`config.mk`:
```
export PLATFORM = sky130hd
export DESIGN_NAME = biriscv_mule
export DESIGN_NICKNAME = d
export VERILOG_FILES = /design/src/rtl/biriscv_mule.sv
export SDC_FILE = /design/constraint.sdc
export NUM_CORES = 1
export LEC_CHECK = 0
export ABC_CLOCK_PERIOD_IN_PS = 14400
export BUFFER_PORTS_ARGS = -buffer_cell sky130_fd_sc_hd__buf_2
export CORE_MARGIN = 4
export CORE_UTILIZATION = 50
export CTS_CLUSTER_SIZE = 30
export DETAILED_ROUTE_END_ITERATION = 8
export GPL_ROUTABILITY_DRIVEN = 0
export PLACE_DENSITY = 0.68
export RECOVER_POWER = 50
export SKIP_CTS_REPAIR_TIMING = 1
export SLEW_MARGIN = 5
export SYNTH_ARGS = -nofsm -noshare
export SYNTH_HDL_FRONTEND = slang
export SYNTH_SLANG_ARGS = --single-unit
```
`constraint.sdc`:
```
create_clock -name clk_i -period 14.4 [get_ports clk_i]
set_input_delay 2.16 -clock clk_i [delete_from_list [all_inputs] [get_ports clk_i]]
set_output_delay 2.16 -clock clk_i [all_outputs]
set_load 0.01 [all_outputs]
```
`src/rtl/biriscv_mule.sv`:
```
// Iterative shift-add multiplier for the biRISC-V MULE instruction class (MUL/MULH/MULHSU/MULHU).
// Optional build macro MULE_EARLY_OUT_EN: a zero operand skips CALC and completes with result 0.
module biriscv_mule #(
    parameter int MULE_BITS_PER_CYCLE = 2
) (
    input  logic        clk_i,
    input  logic        rst_ni,
    input  logic        opcode_valid_i,
    input  logic [31:0] opcode_opcode_i,
    input  logic [31:0] opcode_ra_operand_i,
    input  logic [31:0] opcode_rb_operand_i,
    input  logic        hold_i,
    input  logic        flush_i,
    output logic        mule_busy_o,
    output logic        mule_complete_o,
    output logic [31:0] mule_result_o
);
    localparam int B  = MULE_BITS_PER_CYCLE;
    localparam int N  = 32 / B;
    localparam int CW = $clog2(N) + 1;
    localparam logic [CW-1:0] LAST = CW'(N - 1);

    typedef enum logic [1:0] {
        IDLE = 2'd0,
        CALC = 2'd1,
        DONE = 2'd2
    } state_t;

    state_t state_q;
    state_t state_d;

    logic [63:0]   mcand_q;
    logic [31:0]   mplier_q;
    logic [63:0]   acc_q;
    logic [CW-1:0] count_q;
    logic          sign_q;
    logic          sel_hi_q;

    function automatic logic [31:0] magnitude(input logic signed [31:0] v, input logic is_signed);
        logic [31:0] r;
        r = v;
        if (is_signed && v[31])
            r = ~v + 32'd1;
        return r;
    endfunction

    function automatic logic [63:0] partial_product(input logic [63:0] m, input logic [B-1:0] d);
        logic [63:0] p;
        p = '0;
        for (int i = 0; i < B; i++)
            if (d[i])
                p = p + (m << i);
        return p;
    endfunction

    function automatic logic [63:0] apply_sign(input logic [63:0] p, input logic neg);
        return neg ? (~p + 64'd1) : p;
    endfunction

    logic [2:0]  funct3;
    logic        ra_signed;
    logic        rb_signed;
    logic        sel_hi;
    logic        ra_neg;
    logic        rb_neg;
    logic        can_accept;
    logic        accept;
    logic        zero_op;
    logic        last_iter;
    logic [63:0] sum;
    logic [63:0] product;
    logic        unused_opcode;

    assign funct3        = opcode_opcode_i[14:12];
    assign unused_opcode = ^{opcode_opcode_i[31:15], opcode_opcode_i[11:0]};
    // 1xx decodes as MULHU: neither operand signed, high half selected.
    assign ra_signed = !funct3[2] && (funct3[1:0] != 2'b11);
    assign rb_signed = !funct3[2] && !funct3[1];
    assign sel_hi    = (funct3 != 3'b000);
    assign ra_neg    = ra_signed && opcode_ra_operand_i[31];
    assign rb_neg    = rb_signed && opcode_rb_operand_i[31];

    assign can_accept = (state_q == IDLE) || ((state_q == DONE) && !hold_i);
    assign accept     = opcode_valid_i && !flush_i && can_accept;

`ifdef MULE_EARLY_OUT_EN
    assign zero_op = (opcode_ra_operand_i == 32'd0) || (opcode_rb_operand_i == 32'd0);
`else
    assign zero_op = 1'b0;
`endif

    assign last_iter = (state_q == CALC) && (count_q == LAST);
    assign sum       = acc_q + partial_product(mcand_q, mplier_q[B-1:0]);
    assign product   = apply_sign(sum, sign_q);

    always_ff @(posedge clk_i or negedge rst_ni) begin
        if (!rst_ni)
            state_q <= IDLE;
        else
            state_q <= state_d;
    end

    always_comb begin
        state_d = state_q;
        unique case (state_q)
            IDLE: if (accept) state_d = zero_op ? DONE : CALC;
            CALC: if (last_iter) state_d = DONE;
            DONE: begin
                if (!hold_i)
                    state_d = accept ? (zero_op ? DONE : CALC) : IDLE;
            end
            default: state_d = IDLE;
        endcase
        if (flush_i)
            state_d = IDLE;
    end

    // The multiplicand shifts left and the multiplier right each iteration, so the
    // low digit of mplier_q is always the next one and mcand_q carries the digit weight.
    always_ff @(posedge clk_i or negedge rst_ni) begin
        if (!rst_ni) begin
            mcand_q       <= '0;
            mplier_q      <= '0;
            acc_q         <= '0;
            count_q       <= '0;
            sign_q        <= 1'b0;
            sel_hi_q      <= 1'b0;
            mule_result_o <= '0;
        end else if (accept) begin
            mcand_q  <= {32'd0, magnitude($signed(opcode_ra_operand_i), ra_signed)};
            mplier_q <= magnitude($signed(opcode_rb_operand_i), rb_signed);
            acc_q    <= '0;
            count_q  <= '0;
            sign_q   <= ra_neg ^ rb_neg;
            sel_hi_q <= sel_hi;
            if (zero_op)
                mule_result_o <= '0;
        end else if (state_q == CALC) begin
            acc_q    <= sum;
            mcand_q  <= mcand_q << B;
            mplier_q <= mplier_q >> B;
            count_q  <= count_q + 1'b1;
            if (last_iter && !flush_i)
                mule_result_o <= sel_hi_q ? product[63:32] : product[31:0];
        end
    end

    assign mule_busy_o     = (state_q != IDLE);
    assign mule_complete_o = (state_q == DONE);

endmodule
```
-- Yosys cells after proc, flatten, opt, wreduce, memory -nomap -nowiden
Cells that the tools add are included.
- output and inout port bits: 34
- bits in registers: 201
- bitwise operators: 5
- add/sub/neg operators: 6
- mux-type cells: 20
- reduce and logical (&&, ||, !) cells: 20
- equality and inequality tests: 7
- operators with widths (operator ; count):
    $mux W64 ; 7
    $mux W32 ; 5
    $add A64 B64 Y64 ; 2
    $add A32 B1 Y32 const B ; 2
    $add A64 B1 Y64 const B ; 1
    $not A32 Y32 ; 2
    $not A64 Y64 ; 1
    $mux W5 ; 2
    $logic_and A1 B1 Y1 ; 9
    $ne A3 B3 Y1 const B ; 3
    $mux W2 ; 4
    $pmux W2 S3 ; 1
    $reduce_and A3 Y1 ; 2
    $add A5 B1 Y5 const B ; 1
    $eq A5 B4 Y1 const B ; 1
    $logic_not A1 Y1 ; 4
    $reduce_bool A2 Y1 ; 2
    $reduce_bool A3 Y1 ; 1
    $eq A2 B1 Y1 const B ; 1
    $eq A2 B2 Y1 const B ; 1
    $logic_not A2 Y1 ; 1
    $ne A2 B2 Y1 const B ; 1
    $logic_or A1 B1 Y1 ; 1
    $mux W1 ; 1
    other kinds (2) ; 2

-- Logic depth before layout (Yosys ltp)
- depth in word-level cells: 8
- depth in mapped cells: 40
- depth with buffers taken out: 30

-- Least setup slack after synthesis
Ideal clock, no wire load.
- path type: register to register
- from: register mplier_q[0]
- to: register mule_result_o[31]
- data required time: 14331 ps
- setup time: 69 ps
- path slack: 5575 ps
- arrival time: 8756 ps
- stages on the path, launching flop included: 39
- path through: dfrtp_1 -> clkbuf_1 -> clkbuf_1 -> clkbuf_1 -> clkbuf_1 -> clkbuf_1 -> clkbuf_1 -> buf_1 -> nand2_1 -> inv_1 -> ha_1 -> inv_1 -> fa_1 -> and3b_1 -> o21ai_0 -> nand2_1 -> a2bb2oi_1 -> o211ai_1 -> [3 not listed] -> o21ai_0 -> a21boi_0 -> xnor2_1 -> mux2_2 -> ha_1 -> a21oi_1 -> o21ai_0 -> a211oi_1 -> or4b_2 -> o211ai_1 -> a311oi_1 -> a311oi_1 -> nand4_1 -> or3_1 -> buf_2 -> o41a_1 -> or3_1 -> nand3_1
- word-level cells in the longest chain between the ends: 8
- ends and longest elaborated chain (item ; RTL line ; RTL):
    start, declared ; 33 ; logic [31:0] mplier_q;
    start signal, assigned ; 131 ; mplier_q <= magnitude($signed(opcode_rb_operand_i), rb_signed);
    start signal, assigned ; 141 ; mplier_q <= mplier_q >> B;
    $mux W64 (*) ; 51 ; if (d[i])
    $add A64 B64 Y64 ; 52 ; p = p + (m << i);
    $mux W64 (*) ; 51 ;
    $add A64 B64 Y64 (*) ; 93 ; assign sum = acc_q + partial_product(mcand_q, mplier_q[B-1:0]);
    $not A64 Y64 ; 57 ; return neg ? (~p + 64'd1) : p;
    $add A64 B1 Y64 ; 57 ;
    $mux W64 (*) ; 57 ;
    $mux W32 (*) ; 144 ; mule_result_o <= sel_hi_q ? product[63:32] : product[31:0];
    end signal, assigned ; 144 ;
    end, declared ; 16 ; output logic [31:0] mule_result_o
Mark *: on every way between the ends. The rest lies on a longest branch, timed or not.
A chain may end at the register's enable or synchronous reset.

-- Final worst setup path
Same ends and word-level chain as after synthesis.

==> results.py <==
metrics = {
    "clock_network": {
        "cts-root-buf": "clkbuf_16",
        "cts_buffers": 25,
        "cts_sinks": 201,
        "insertion_delay_ps": 570,
        "cts.htree.levels": 1,
        "cts_tree": "built",
        "cts.path.max_buffers": 3,
        "clkTransAtPathRegs_ps": 70,
    },
    "logic_synthesis": {
        "syn-num-nets": 3200,
        "netlist-cell-type-count": 94,
        "syn_inst": 2989,
        "yosys-top-cells-area": "dfrtp_1 (23%), nand2_1 (8.6%), ha_1 (6.3%), a21oi_1 (5.6%), o21ai_0 (5.1%)",
        "synth_ff_type": "dfrtp_1",
        "synth-seq-cells": 201,
        "avgSynthCellArea_um2": 7.21,
        "netlist_area_um2": 21600,
        "ys_seq_area_share_pct": 23.3,
        "synth_edf_count": 0,
        "yosysWarnings": 0,
        "synth_top_area_cell": "dfrtp_1",
        "ys_async_sr_fraction_pct": 100,
        "synth_top_area_share_pct": 23.3,
    },
    "critical_path": {
        "slowest_stage": "dfrtp_4",
        "path_max_fanout": 60,
        "ff2ff_path_depth": 30,
        "r2r-end": "mule_result_o[31]$_DFFE_PN0P_",
        "crit_top_cell": "o21ai_0",
        "slowest_delay_ps": 790,
        "rrSetupSlack_ps": 4910,
        "cp-start-kind": "flip-flop",
        "path_class": "flip-flop to flip-flop",
        "crit_path_end_kind": "flip-flop",
        "worstPathRequired_ps": 14890,
        "rr_startpoint": "mplier_q[0]$_DFFE_PN0P_",
        "cp.arrival_ps": 9980,
    },
    "placed_design": {
        "io_buffers": 105,
        "dp_slack_ps": 5180,
        "place_hpwl_um": 50600,
    },
    "grt": {
        "grt_util_met3_pct": 4.16,
        "grt_most_used_layer": "met2",
        "overflow": 0,
        "grt_use_total_pct": 28.0,
        "use_met2_pct": 46.1,
        "grt_pass1_wl_um": 110000,
        "global_route.usage.met1_pct": 36.2,
        "grt_max_degree": 108,
        "grt_pass1_vias": 21300,
        "antenna_found_initial": 0,
    },
    "die": {
        "die-height_um": 216,
        "io-pin-count": 135,
        "die_w_um": 216,
        "coreArea_um2": 42300,
        "row_count": 75,
        "start_util_pct": 51.0,
        "die_area_um2": 46500,
    },
    "sta": {
        "tightestPinTransition_ps": 5610,
        "rsz0062_at_grt": "no",
        "fin_ws_ps": 4910,
        "fmax_mhz": 105,
        "setup_viol": 0,
        "finalMaxSlewViolations": 410,
        "final_hold_viol_count": 0,
        "clock-skew-final_ps": 19.5,
        "finalCritPeriodShare_pct": 65.9,
        "period_needed_ps": 9490,
        "maxSlewHeadroom_pct": -274,
        "finalSetupTns_ps": 0,
    },
    "pwr": {
        "switchingPower_uw": 2290,
        "seq_power_share_pct": 20.0,
        "swShare_pct": 52.8,
        "p_int_uw": 2050,
        "cellPowerDensity_nw_per_um2": 188,
        "power.leakage_uw": 0.00997,
        "peakVddDrop_uv": 119,
        "p_comb_share_pct": 63.1,
        "p_clk_share_pct": 17.0,
        "power.total_uw": 4340,
    },
    "finish": {
        "fin_nets": 3146,
        "fill_cells": 4069,
        "syn2layout_area_growth_pct": 7.04,
        "diodes": 0,
        "layout-drive-gt1-share_pct": 7.01,
    },
    "min_path": {
        "hold_end": "mule_result_o[2]$_DFFE_PN0P_",
        "worst_hold_startpoint": "mule_result_o[2]$_DFFE_PN0P_",
        "holdCritPathClass": "flip-flop to flip-flop",
        "hold-path-cell-count": 1,
    },
    "routing": {
        "wl_um": 68600,
        "ant_nets": 0,
        "post_drt_wl_per_cell_um": 19.4,
        "first_pass_iters": 9,
        "drc": 0,
        "drt_iter0_drc": 2239,
        "vias": 22600,
        "detail_route.vias_per_cell": 6.40,
    },
    "run_status": {
        "violations": "max-capacitance violations, max-slew violations",
        "status": "complete, but fails checks",
    },
    "job": {
        "cap_viol_max_count": 6,
    },
}
-- synthesized netlist by cell type, drive strengths merged (29+ instances only) --
| master | instances |
|---|---|
| o21ai | 233 |
| nor2b | 30 |
| a31oi | 79 |
| and3 | 29 |
| a211oi | 37 |
| nand2 | 492 |
| a21oi | 241 |
| nor4 | 30 |
| dfrtp | 201 |
| and2 | 57 |
| clkbuf | 184 |
| nand3 | 113 |
| nor2 | 245 |
| nor3 | 49 |
| inv | 56 |
| a21o | 59 |
| xnor2 | 103 |
| nand4 | 46 |
| o31ai | 33 |
| ha | 108 |
| xor2 | 102 |
-- metrics by stage --
step / cells / util, % / cell area, um^2 / hold slack (ps)
after detailed placement: 3485 / 52.5 / 22200 / 465
after global routing: 3531 / 54.5 / 23100 / 496
after floorplan: 2989 / - / 21600 / 469
final: 3531 / 54.5 / 23100 / 479
after CTS: 3531 / 54.7 / 23200 / 479
after global placement: 3485 / 52.5 / 22200 / 456
-- registers in the layout (all words and copies together), names as in the netlist --
name and count:
mplier_q 32, count_q 5, state_q 2, acc_q 64, mule_result_o 32, sel_hi_q 1, sign_q 1, mcand_q 64
-- how the worst max path moves through the flow --
stage | depth (start not counted) | slack, ps | start | to
2_1_floorplan | 38 | 5580 | mplier_q[0]$_DFFE_PN0P_ | mule_result_o[31]$_DFFE_PN0P_
4_1_cts | 30 | 5140 | mplier_q[0]$_DFFE_PN0P_ | mule_result_o[31]$_DFFE_PN0P_
5_1_grt | 2 | 3640 | rst_ni | mplier_q[0]$_DFFE_PN0P_
6_report | 30 | 4910 | mplier_q[0]$_DFFE_PN0P_ | mule_result_o[31]$_DFFE_PN0P_
3_3_place_gp | 30 | 5340 | mplier_q[0]$_DFFE_PN0P_ | mule_result_o[31]$_DFFE_PN0P_
3_5_place_dp | 30 | 5180 | mplier_q[0]$_DFFE_PN0P_ | mule_result_o[31]$_DFFE_PN0P_
-- placed cells by master (no fill, tap or decap), types with 35 or more instances in the layout --
cell type	instances
dfrtp_1	198
nor3_1	49
nand4_1	46
xnor2_1	102
a21oi_1	240
ha_1	108
a31oi_1	79
inv_1	56
and2_1	56
nor2_1	245
a211oi_1	35
nand3_1	112
nand2_1	491
clkbuf_1	40
xor2_1	102
o21ai_0	219
buf_2	72
a21o_1	59
-- cells by family after synthesis --
kind of cell,share of synthesized area (%)
buf+inv,4.67
simple gates,26.5
compound gates,28.4
xor+xnor,8.47
fa+ha+maj,6.50
flops,23.3
mux,2.09
-- layout make-up --
cell class / count / area [um^2] / share of cell area, %
Multi-Input combinational cell: 2525 / 15600 / 67.4
Timing Repair Buffer: 126 / 623 / 2.70
Inverter: 56 / 210 / 0.911
Clock inverter: 18 / 284 / 1.23
Sequential cell: 201 / 5040 / 21.8
Clock buffer: 28 / 647 / 2.80
Tap cell: 577 / 722 / 3.13
-- power by group through the flow --
stage | logic, uW | registers [uW] | clock network [uW]
after floorplan | 1990 | 754 | 0
after global placement | 2600 | 864 | 0
after detailed placement | 2650 | 870 | 0
after CTS | 2660 | 860 | 746
after global routing | 2970 | 887 | 765
final | 2730 | 866 | 735
-- critical path, delay by kind of cell (launching register included) --
family,cells,cell delay (ps)
multiplexers,1,300
buffers and inverters,2,140
XOR/XNOR,2,570
flip-flops,1,790
AO/OA/AOI/OAI,15,4760
AND/OR/NAND/NOR,7,2010
adder cells (fa/ha/maj),3,820
-- routing by layer --
metal	share of wire, %	wire [um]	vias up
li1	-	-	10800
met1	43	29200	10700
met2	45	31100	871
met3	6.4	4350	241
met4	5.6	3870	0
met5	0	0	-
Note: power is estimated with default switching activity, not from simulation.
